==> config.mk <==
export PLATFORM = sky130hd
export DESIGN_NAME = riscv64g_mem_arb
export DESIGN_NICKNAME = d
export VERILOG_FILES = /design/src/rtl/riscv64g_mem_arb.sv
export SDC_FILE = /design/constraint.sdc
export NUM_CORES = 1
export LEC_CHECK = 0
export BUFFER_PORTS_ARGS = -buffer_cell sky130_fd_sc_hd__buf_2
export CAP_MARGIN = 20
export CORE_AREA = 2 2 213 215
export CTS_CLUSTER_SIZE = 24
export DETAILED_ROUTE_END_ITERATION = 10
export DIE_AREA = 0 0 215 217
export SYNTH_ARGS = -nofsm -noshare
export SYNTH_HDL_FRONTEND = slang
export SYNTH_SLANG_ARGS = --single-unit
==> constraint.sdc <==
create_clock -name CLK -period 4.7 [get_ports CLK]
set_input_delay 0.705 -clock CLK [delete_from_list [all_inputs] [get_ports CLK]]
set_output_delay 0.705 -clock CLK [all_outputs]
set_load 0.03 [all_outputs]
==> src/rtl/riscv64g_mem_arb.sv <==
// Two-port (instruction fetch / data memory) arbiter onto a single memory
// command channel. It keeps one transaction outstanding, uses round-robin
// on ties, and completes with an error after TIMEOUT cycles of silence.
module riscv64g_mem_arb #(
  parameter int unsigned XLEN    = 64,
  parameter int unsigned TIMEOUT = 255
) (
  input  logic              CLK,
  input  logic              RSTn,
  // instruction fetch port
  input  logic              IF_REQ,
  input  logic [XLEN-1:0]   IF_ADDR,
  output logic              IF_GNT,
  output logic              IF_RVALID,
  output logic [XLEN-1:0]   IF_RDATA,
  output logic              IF_ERR,
  // data memory port
  input  logic              DM_REQ,
  input  logic              DM_WE,
  input  logic [XLEN-1:0]   DM_ADDR,
  input  logic [XLEN-1:0]   DM_WDATA,
  input  logic [XLEN/8-1:0] DM_BE,
  output logic              DM_GNT,
  output logic              DM_RVALID,
  output logic [XLEN-1:0]   DM_RDATA,
  output logic              DM_ERR,
  // shared memory command / response
  output logic              MEM_REQ,
  output logic              MEM_WE,
  output logic [XLEN-1:0]   MEM_ADDR,
  output logic [XLEN-1:0]   MEM_WDATA,
  output logic [XLEN/8-1:0] MEM_BE,
  input  logic              MEM_GNT,
  input  logic              MEM_RVALID,
  input  logic [XLEN-1:0]   MEM_RDATA
);

  localparam int unsigned BW = XLEN / 8;
  localparam int unsigned CW = 16;

  typedef enum logic [1:0] {
    S_IDLE  = 2'd0,
    S_ISSUE = 2'd1,
    S_WAIT  = 2'd2
  } state_t;

  state_t          state_q;
  state_t          state_d;

  // latched command and ownership
  logic            cmd_we;
  logic [XLEN-1:0] cmd_addr;
  logic [XLEN-1:0] cmd_wdata;
  logic [BW-1:0]   cmd_be;
  logic            owner_dm;
  logic            last_dm;
  logic [CW-1:0]   tmo_cnt;

  logic            grant_pend;
  logic            grant;
  logic            pick_dm;
  logic            mem_done;
  logic            tmo_hit;
  logic            tmo_err;
  logic            finish;

  logic            if_gnt_d;
  logic            dm_gnt_d;
  logic            if_rvalid_d;
  logic            dm_rvalid_d;
  logic            err_d;
  logic [XLEN-1:0] rdata_d;

  // A registered grant pulse means the command is already latched; the
  // FSM moves to ISSUE in the cycle after the pulse is visible.
  assign grant_pend = IF_GNT | DM_GNT;
  assign grant      = (state_q == S_IDLE) && !grant_pend && (IF_REQ || DM_REQ);
  assign pick_dm    = DM_REQ && (!IF_REQ || !last_dm);
  assign mem_done   = MEM_RVALID &&
                      ((state_q == S_WAIT) || ((state_q == S_ISSUE) && MEM_GNT));
  // counter reads k in the k-th cycle after ISSUE entry, so the error
  // completion becomes visible exactly TIMEOUT cycles after entry
  assign tmo_hit    = (state_q != S_IDLE) &&
                      ((17'(tmo_cnt) + 17'd1) == 17'(TIMEOUT));
  assign tmo_err    = tmo_hit && !mem_done;
  assign finish     = mem_done || tmo_hit;

  // memory command comes straight from the command register
  assign MEM_REQ   = (state_q == S_ISSUE);
  assign MEM_WE    = cmd_we;
  assign MEM_ADDR  = cmd_addr;
  assign MEM_WDATA = cmd_wdata;
  assign MEM_BE    = cmd_be;

  // state register
  always_ff @(posedge CLK or negedge RSTn) begin
    if (!RSTn) begin
      state_q <= S_IDLE;
    end else begin
      state_q <= state_d;
    end
  end

  // next-state logic
  always_comb begin
    state_d = state_q;
    unique case (state_q)
      S_IDLE: begin
        if (grant_pend) state_d = S_ISSUE;
      end
      S_ISSUE: begin
        if (finish)       state_d = S_IDLE;
        else if (MEM_GNT) state_d = S_WAIT;
      end
      S_WAIT: begin
        if (finish) state_d = S_IDLE;
      end
      default: state_d = S_IDLE;
    endcase
  end

  // next values of the registered requester-side outputs
  always_comb begin
    if_gnt_d    = 1'b0;
    dm_gnt_d    = 1'b0;
    if_rvalid_d = 1'b0;
    dm_rvalid_d = 1'b0;
    err_d       = 1'b0;
    rdata_d     = '0;
    if (grant) begin
      if_gnt_d = !pick_dm;
      dm_gnt_d = pick_dm;
    end
    if (finish) begin
      if_rvalid_d = !owner_dm;
      dm_rvalid_d = owner_dm;
      err_d       = tmo_err;
      if (mem_done && !cmd_we) rdata_d = MEM_RDATA;
    end
  end

  // output registers, command register, arbitration pointer, timeout counter
  always_ff @(posedge CLK or negedge RSTn) begin
    if (!RSTn) begin
      IF_GNT    <= 1'b0;
      IF_RVALID <= 1'b0;
      IF_RDATA  <= '0;
      IF_ERR    <= 1'b0;
      DM_GNT    <= 1'b0;
      DM_RVALID <= 1'b0;
      DM_RDATA  <= '0;
      DM_ERR    <= 1'b0;
      cmd_we    <= 1'b0;
      cmd_addr  <= '0;
      cmd_wdata <= '0;
      cmd_be    <= '0;
      owner_dm  <= 1'b0;
      last_dm   <= 1'b0;
      tmo_cnt   <= '0;
    end else begin
      IF_GNT    <= if_gnt_d;
      DM_GNT    <= dm_gnt_d;
      IF_RVALID <= if_rvalid_d;
      DM_RVALID <= dm_rvalid_d;
      IF_ERR    <= if_rvalid_d & err_d;
      DM_ERR    <= dm_rvalid_d & err_d;
      IF_RDATA  <= if_rvalid_d ? rdata_d : '0;
      DM_RDATA  <= dm_rvalid_d ? rdata_d : '0;
      if (grant) begin
        owner_dm <= pick_dm;
        last_dm  <= pick_dm;
        if (pick_dm) begin
          cmd_we    <= DM_WE;
          cmd_addr  <= DM_ADDR;
          cmd_wdata <= DM_WDATA;
          cmd_be    <= DM_BE;
        end else begin
          cmd_we    <= 1'b0;
          cmd_addr  <= IF_ADDR;
          cmd_wdata <= '0;
          cmd_be    <= '1;
        end
      end
      if (state_q == S_IDLE) tmo_cnt <= '0;
      else                   tmo_cnt <= tmo_cnt + CW'(1);
    end
  end

endmodule

==> results of run 1 <==
logic make-up (layout without fill, tap and decap cells):
group	after synthesis	count (layout)	synth area share
flops	290	290	0.6851
simple gates	254	254	0.1460
compound gates	150	150	0.1285
buf+inv	64	625	0.02291
xor+xnor	16	16	0.01323
fa+ha+maj	2	2	0.002362
mux	2	2	0.001890
other cells	0	5	0
layer usage:
metal | vias to the layer above | global-route usage | part of all wire
met2 | 445 | 0.2321 | 0.47
met3 | 90 | 0.05395 | 0.097
li1 | 3866 | - | -
met1 | 4233 | 0.1660 | 0.39
met4 | 8 | 0.06667 | 0.043
met5 | - | 0 | 0.0017
power groups by stage:
stage               logic, uW  registers, uW  clock network (uW)
detailed placement       4040           3620                   0
floorplan                1300           4940                   0
finish                   4030           3600                2830
global placement         3960           3620                   0
CTS                      4050           3600                2910
global route             4260           3680                3010
through the flow:
stage	hold slack, ns	cells	setup slack (ns)	utilization
after floorplan	0.4094	778	2.471	-
after global placement	0.4715	1874	1.664	0.3131
after detailed placement	0.4718	1874	1.601	0.3131
after CTS	0.3053	1938	1.811	0.3401
after global routing	0.3498	1941	1.586	0.3407
final	0.2878	1944	1.809	0.3408
worst max-delay path, stage by stage, from the launching register on:
cell     delay [ns]
dfrtp_1        0.42
nor4_1         0.67
nand2_1        0.46
inv_4          0.47
buf_12         0.38
a221o_1        0.25
state kept, by name, summed over array words and instances, names as in the netlist:
name	cells
DM_ERR	1
DM_GNT	1
DM_RDATA	64
DM_RVALID	1
IF_ERR	1
IF_GNT	1
IF_RDATA	64
IF_RVALID	1
MEM_ADDR	64
MEM_BE	8
MEM_WDATA	64
MEM_WE	1
last_dm	1
state_q	2
tmo_cnt	16
cell type report:
| class | count | area share |
|---|---|---|
| multi-input combinational | 424 | 0.2047 |
| timing repair buffer | 553 | 0.1874 |
| tap | 600 | 0.04928 |
| clock buffer | 45 | 0.06135 |
| inverter | 8 | 0.002135 |
| clock inverter | 19 | 0.01799 |
| sequential | 290 | 0.4763 |
| antenna | 5 | 0.0008213 |
how the worst min path moves through the flow:
stage / from / slack [ns] / end
final: RSTn / 0.29 / IF_RDATA[62]
after global routing: RSTn / 0.35 / IF_RDATA[62]
after CTS: RSTn / 0.31 / IF_RDATA[62]
after detailed placement: MEM_BE[5] / 0.47 / MEM_BE[5]
after global placement: MEM_BE[5] / 0.47 / MEM_BE[5]
after floorplan: RSTn / 0.41 / DM_ERR
cell usage in the layout, fill, tap and decap left out, types with 5 or more instances in the layout:
| master | Yosys | routed |
|---|---|---|
| nor2_1 | 17 | 17 |
| buf_2 | 2 | 541 |
| buf_4 | 0 | 7 |
| a22o_1 | 65 | 65 |
| inv_1 | 7 | 7 |
| clkinv_2 | 0 | 6 |
| and2_1 | 129 | 129 |
| dfrtp_1 | 290 | 290 |
| diode_2 | 0 | 5 |
| a221o_1 | 64 | 64 |
| o22a_1 | 8 | 8 |
| bufinv_16 | 0 | 6 |
| clkbuf_16 | 0 | 36 |
| xnor2_1 | 12 | 12 |
| and3_1 | 64 | 64 |
| clkbuf_1 | 54 | 9 |
| nand2_1 | 11 | 10 |
| nor3_1 | 9 | 7 |
| nand3_1 | 5 | 5 |
==> impl_metrics.yaml, run 1 <==
drt:
  drt-initial-drc-count: 521
  drt.antenna.violating_nets: 0
  drtPass1Iterations: 5
  detail_route.wirelength_mm: 34.79
  vias_per_cell: 4.445
  detail_route.wl_per_cell_um: 17.90
  drcViolationCount: 0
  via_count: 8642
clock_tree:
  tritoncts: "yes"
  root_buffer: "clkbuf_16"
  cts_sinks: 290
  cts.path.max_buffers: 3
  cts.htree.levels: 2
  post_cts_buffers: 0
  path_clk_slew_ns: 0.06
  cts-hold-fix-buffers: 0
  insertion_delay_ns: 0.53
  postCtsResizedCells: 0
  tritoncts.num_buffers: 35
place:
  place_congestion: 0.8043
  detailed_place_hpwl_mm: 24.65
  portBuffers: 542
  detailed_place.area_um2: 13990
grt:
  maximum_number_of_pins_on_one_net_before_global_route_repair: 124
  global_route.overflow_total: 0
  first_global_vias: 8889
  groute.usage.overall: 0.1423
  grt_first_pass_wirelength_mm: 51.77
  grt_antenna_before_repair: 9
pwr:
  power_leakage_uw: 0.008315
  switchingPower_uw: 4192
  irDropWorstVdd_uv: 437.4
  power_uw: 10460
  combinationalPowerShare: 0.385
  p_int_uw: 6271
  power_per_unit_of_standard_cell_area_nw_per_um2: 686.7
  power_frac_seq: 0.345
  share_clk_of_total_power: 0.270
  switching_share: 0.4006
yosys:
  synthMostInstantiatedCell: "dfrtp_1"
  seq_area_frac_synth: 0.6851
  ys.flop_type: "dfrtp_1"
  ys.warnings.count: 0
  asyncSetResetFlopFracSynth: 1.000
  synth_edf_count: 0
  yosysTopAreaCellShare: 0.6851
  synth.cells.most_frequent: "290 x dfrtp_1, 129 x and2_1, 65 x a22o_1, 64 x a221o_1, 64 x and3_1"
  postSynthRegisterBits: 290
  syn_area_um2: 10590
  yosysTopAreaCell: "dfrtp_1"
  synth_top_cells_by_area: "dfrtp_1 69%, and2_1 7.6%, a221o_1 6.0%"
  synth.lib_cells_used.distinct: 39
  postSynthCellCount: 778
  synth.net_count: 1051
  syn_avg_cell_area_um2: 13.62
worst_setup_path:
  cp_data_required_time_ns: 5.15
  worst-r2r-cell-count: 5
  timing.critical_path.fanout_max: 101
  r2r_setup_slack_ns: 1.81
  worst-endpoint-arrival_ns: 3.35
  setup.worst_path.end: "MEM_ADDR[43]"
  worstSetupStartpointType: "flip-flop"
  crit_path_end_kind: "flip-flop"
  critical_path.reg2reg.endpoint: "MEM_ADDR[43]"
  r2r-start: "state_q[1]"
  timing.setup.critical_path_class: "reg2reg"
  startpoint: "state_q[1]"
floorplan:
  ioPinCount: 543
  die_h_um: 217
  chipWidth_um: 215
  coreArea_um2: 44700
  initial_utilization: 0.2370
  core.rowCount: 78
  die_footprint_um2: 46660
timing:
  worst-slew-pin-transition_ns: 1.159
  final.period_utilization: 0.6152
  hold_violations: 0
  finalSetupViolations: 0
  timing_max_transition_violations_final: 0
  rsz0062_at_grt: "false"
  tns_ns: 0
  maxClockFrequency_mhz: 345.9
  post_layout_min_period_ns: 2.891
  worst_clock_skew_ns: 0.01670
  worst_slew_margin_rel: 0.2274
layout:
  final_nets: 1585
  final_layout_fill_cell_count: 4544
  fin_area_um2: 15230
  multiInputGateArea_um2: 3118
  drive_gt1_frac: 0.4645
  seqCellArea_um2: 7257
  flow.area_growth_from_synthesis_pct: 43.82
run:
  cap_viol_max_count: 0
hold_path:
  worstHoldPathType: "in2async"
outcome:
  status: "completed"
No activity file was read; power rests on OpenSTA's default activity.
==> run 2, diff against run 1 <==
Clock period 4.7 ns to 3 ns, I/O delays scaled along.
==> run 2 against run 1 <==
  * Clock skew is 0.0014 ns lower
  * Global-route usage is 0.26 points higher
  * Highest routed layer unchanged
  * Hold slack worse by 0.15 ns
  * Non-clock buffer count is 16 higher
  * Worst setup slack got worse by 1.3 ns
  * Largest power group unchanged
==> impl_metrics.yaml, run 2 (synthesized netlist as in run 1, its figures left out) <==
timing:
  worst_slew_margin_rel: 0.5027
  worst-slew-pin-transition_ns: 0.7391
  final.period_utilization: 0.8376
  worst_clock_skew_ns: 0.01533
  timing_max_transition_violations_final: 0
  finalSetupViolations: 0
  rsz0062_at_grt: "false"
  hold_violations: 0
  maxClockFrequency_mhz: 398.0
  fin_ws_ns: 0.4873
  post_layout_min_period_ns: 2.513
  tns_ns: 0
grt:
  groute.usage.overall: 0.1449
  maximum_number_of_pins_on_one_net_before_global_route_repair: 117
  first_global_vias: 8906
  grt_first_pass_wirelength_mm: 52.53
  met1_track_utilization_from_global_routing: 0.1706
  global_route.overflow_total: 0
  grt_antenna_before_repair: 6
  use_met3: 0.05031
  grt_util_met2: 0.2430
  globalRoute.busiestLayer: "met2"
clock_tree:
  insertion_delay_ns: 0.53
  cts.htree.levels: 2
  root_buffer: "clkbuf_16"
  cts.path.max_buffers: 3
  cts_sinks: 290
  tritoncts: "yes"
  tritoncts.num_buffers: 34
  path_clk_slew_ns: 0.06
worst_setup_path:
  cp_data_required_time_ns: 3.40
  crit_path_end_kind: "flip-flop"
  worstSetupStartpointType: "flip-flop"
  r2r-start: "tmo_cnt[0]"
  path_buf_inv: 0
  r2r_setup_slack_ns: 0.49
  worst-r2r-cell-count: 7
  timing.critical_path.fanout_max: 7
  critical-path-top-delay-family: "simple AND/OR/NAND/NOR gates"
  critical_path.reg2reg.endpoint: "state_q[0]"
  crit_path_max_incr_delay_ns: 0.68
  timing.setup.critical_path_class: "reg2reg"
  critical_path.slowest_cell: "or4_1"
  critical_path.cell_chain: "ha_1 > nand4_2 > or2_1 > nor3_2 > o2111ai_1 > or4_1 > a31o_1"
  worst-endpoint-arrival_ns: 2.91
drt:
  detail_route.wirelength_mm: 35.40
  drtPass1Iterations: 4
  vias_per_cell: 4.433
  via_count: 8666
  drt-initial-drc-count: 509
  drt.antenna.violating_nets: 0
  drcViolationCount: 0
  detail_route.wl_per_cell_um: 18.11
hold_path:
  worstHoldPathType: "in2reg"
  worst_hold_stages: 2
  worstHoldEndpoint: "DM_RDATA[12]"
  hold_path.startpoint: "MEM_RDATA[12]"
place:
  setup_slack_at_placement_ns: 0.5030
  detailed_place.area_um2: 14190
  portBuffers: 542
  numPlacedInstances: 1890
  place_congestion: 0.9507
  detailed_place_hpwl_mm: 25.57
layout:
  flow.area_growth_from_synthesis_pct: 44.39
  drive_gt1_frac: 0.4697
  final_common_cell: "buf_2"
  layoutNonFillerInstCount: 1955
  final_nets: 1600
  fin_area_um2: 15290
  final_core_util: 0.3422
  final_cell_mix: "541 x buf_2, 290 x dfrtp_1, 129 x and2_1"
pwr:
  power_leakage_uw: 0.008373
  irDropWorstVdd_uv: 542.8
  power_per_unit_of_standard_cell_area_nw_per_um2: 1055
floorplan:
  ioPinCount: 543
  die_footprint_um2: 46660
  initial_utilization: 0.2370
  die_h_um: 217
  chipWidth_um: 215
  coreArea_um2: 44700
  core.rowCount: 78
outcome:
  status: "completed"
run:
  cap_viol_max_count: 0
## run 2: cell count changes in the layout (fill, tap and decap cells not counted), moves of 2 or more
cell	delta
buf_4	+10
clkinvlp_4	-3
buf_12	+5
inv_6	+2
bufinv_16	-6
diode_2	-2
clkbuf_8	+9
## run 2: worst reg2reg max path: cells and delay by family (launching register included)
kind	cells	cell delay [ns]
AO/OA/AOI/OAI	2	0.39
adder cells (fa/ha/maj)	1	0.25
flip-flops	1	0.41
AND/OR/NAND/NOR	4	1.36
## run 2: worst max-delay path by stage
stage | startpoint | end | slack (ns) | cells after the start
2_1_floorplan | tmo_cnt[0] | state_q[0] | 0.77 | 8
3_3_place_gp | tmo_cnt[0] | state_q[0] | 0.58 | 7
3_5_place_dp | tmo_cnt[0] | state_q[0] | 0.50 | 7
4_1_cts | tmo_cnt[0] | state_q[0] | 0.49 | 7
5_1_grt | tmo_cnt[0] | state_q[0] | 0.33 | 7
6_report | tmo_cnt[0] | state_q[0] | 0.49 | 7
## run 2: final cells by class
cell class                      instances  area (um2)
Multi-Input combinational cell        424        3118
Clock buffer                           52        1030
Inverter                                8       32.53
Sequential cell                       290        7257
Tap cell                              600       750.7
Fill cell                            4509       29400
Timing Repair Buffer                  569        3040
Clock inverter                          9       58.81
Antenna cell                            3       7.507
## run 2: timing repair
action,in CTS,in global routing
buffers inserted,0,0
resized for setup,0,0
hold buffers,1,0
endpoints found under the hold margin,77,0
## run 2: metal layers
metal,part of all wire,wire length [um]
met1,0.39,13820
met2,0.48,17130
met3,0.092,3240
met4,0.034,1187
met5,0.00082,29
## run 2: power breakdown
group	total [uW]	internal (uW)	leakage (uW)	switching, uW
clock network	3970	2370	0.000539	1600
logic	6520	2170	0.00401	4340
registers	5640	5020	0.00383	622
total	16100	9570	0.00837	6560
## run 2: metrics by stage
step                      hold slack, ns  power [uW]
after floorplan                   0.1544        9784
after global placement            0.4662       12130
after detailed placement          0.4774       12200
after CTS                         0.1041       16290
after global routing              0.1180       16910
final                             0.1382       16130
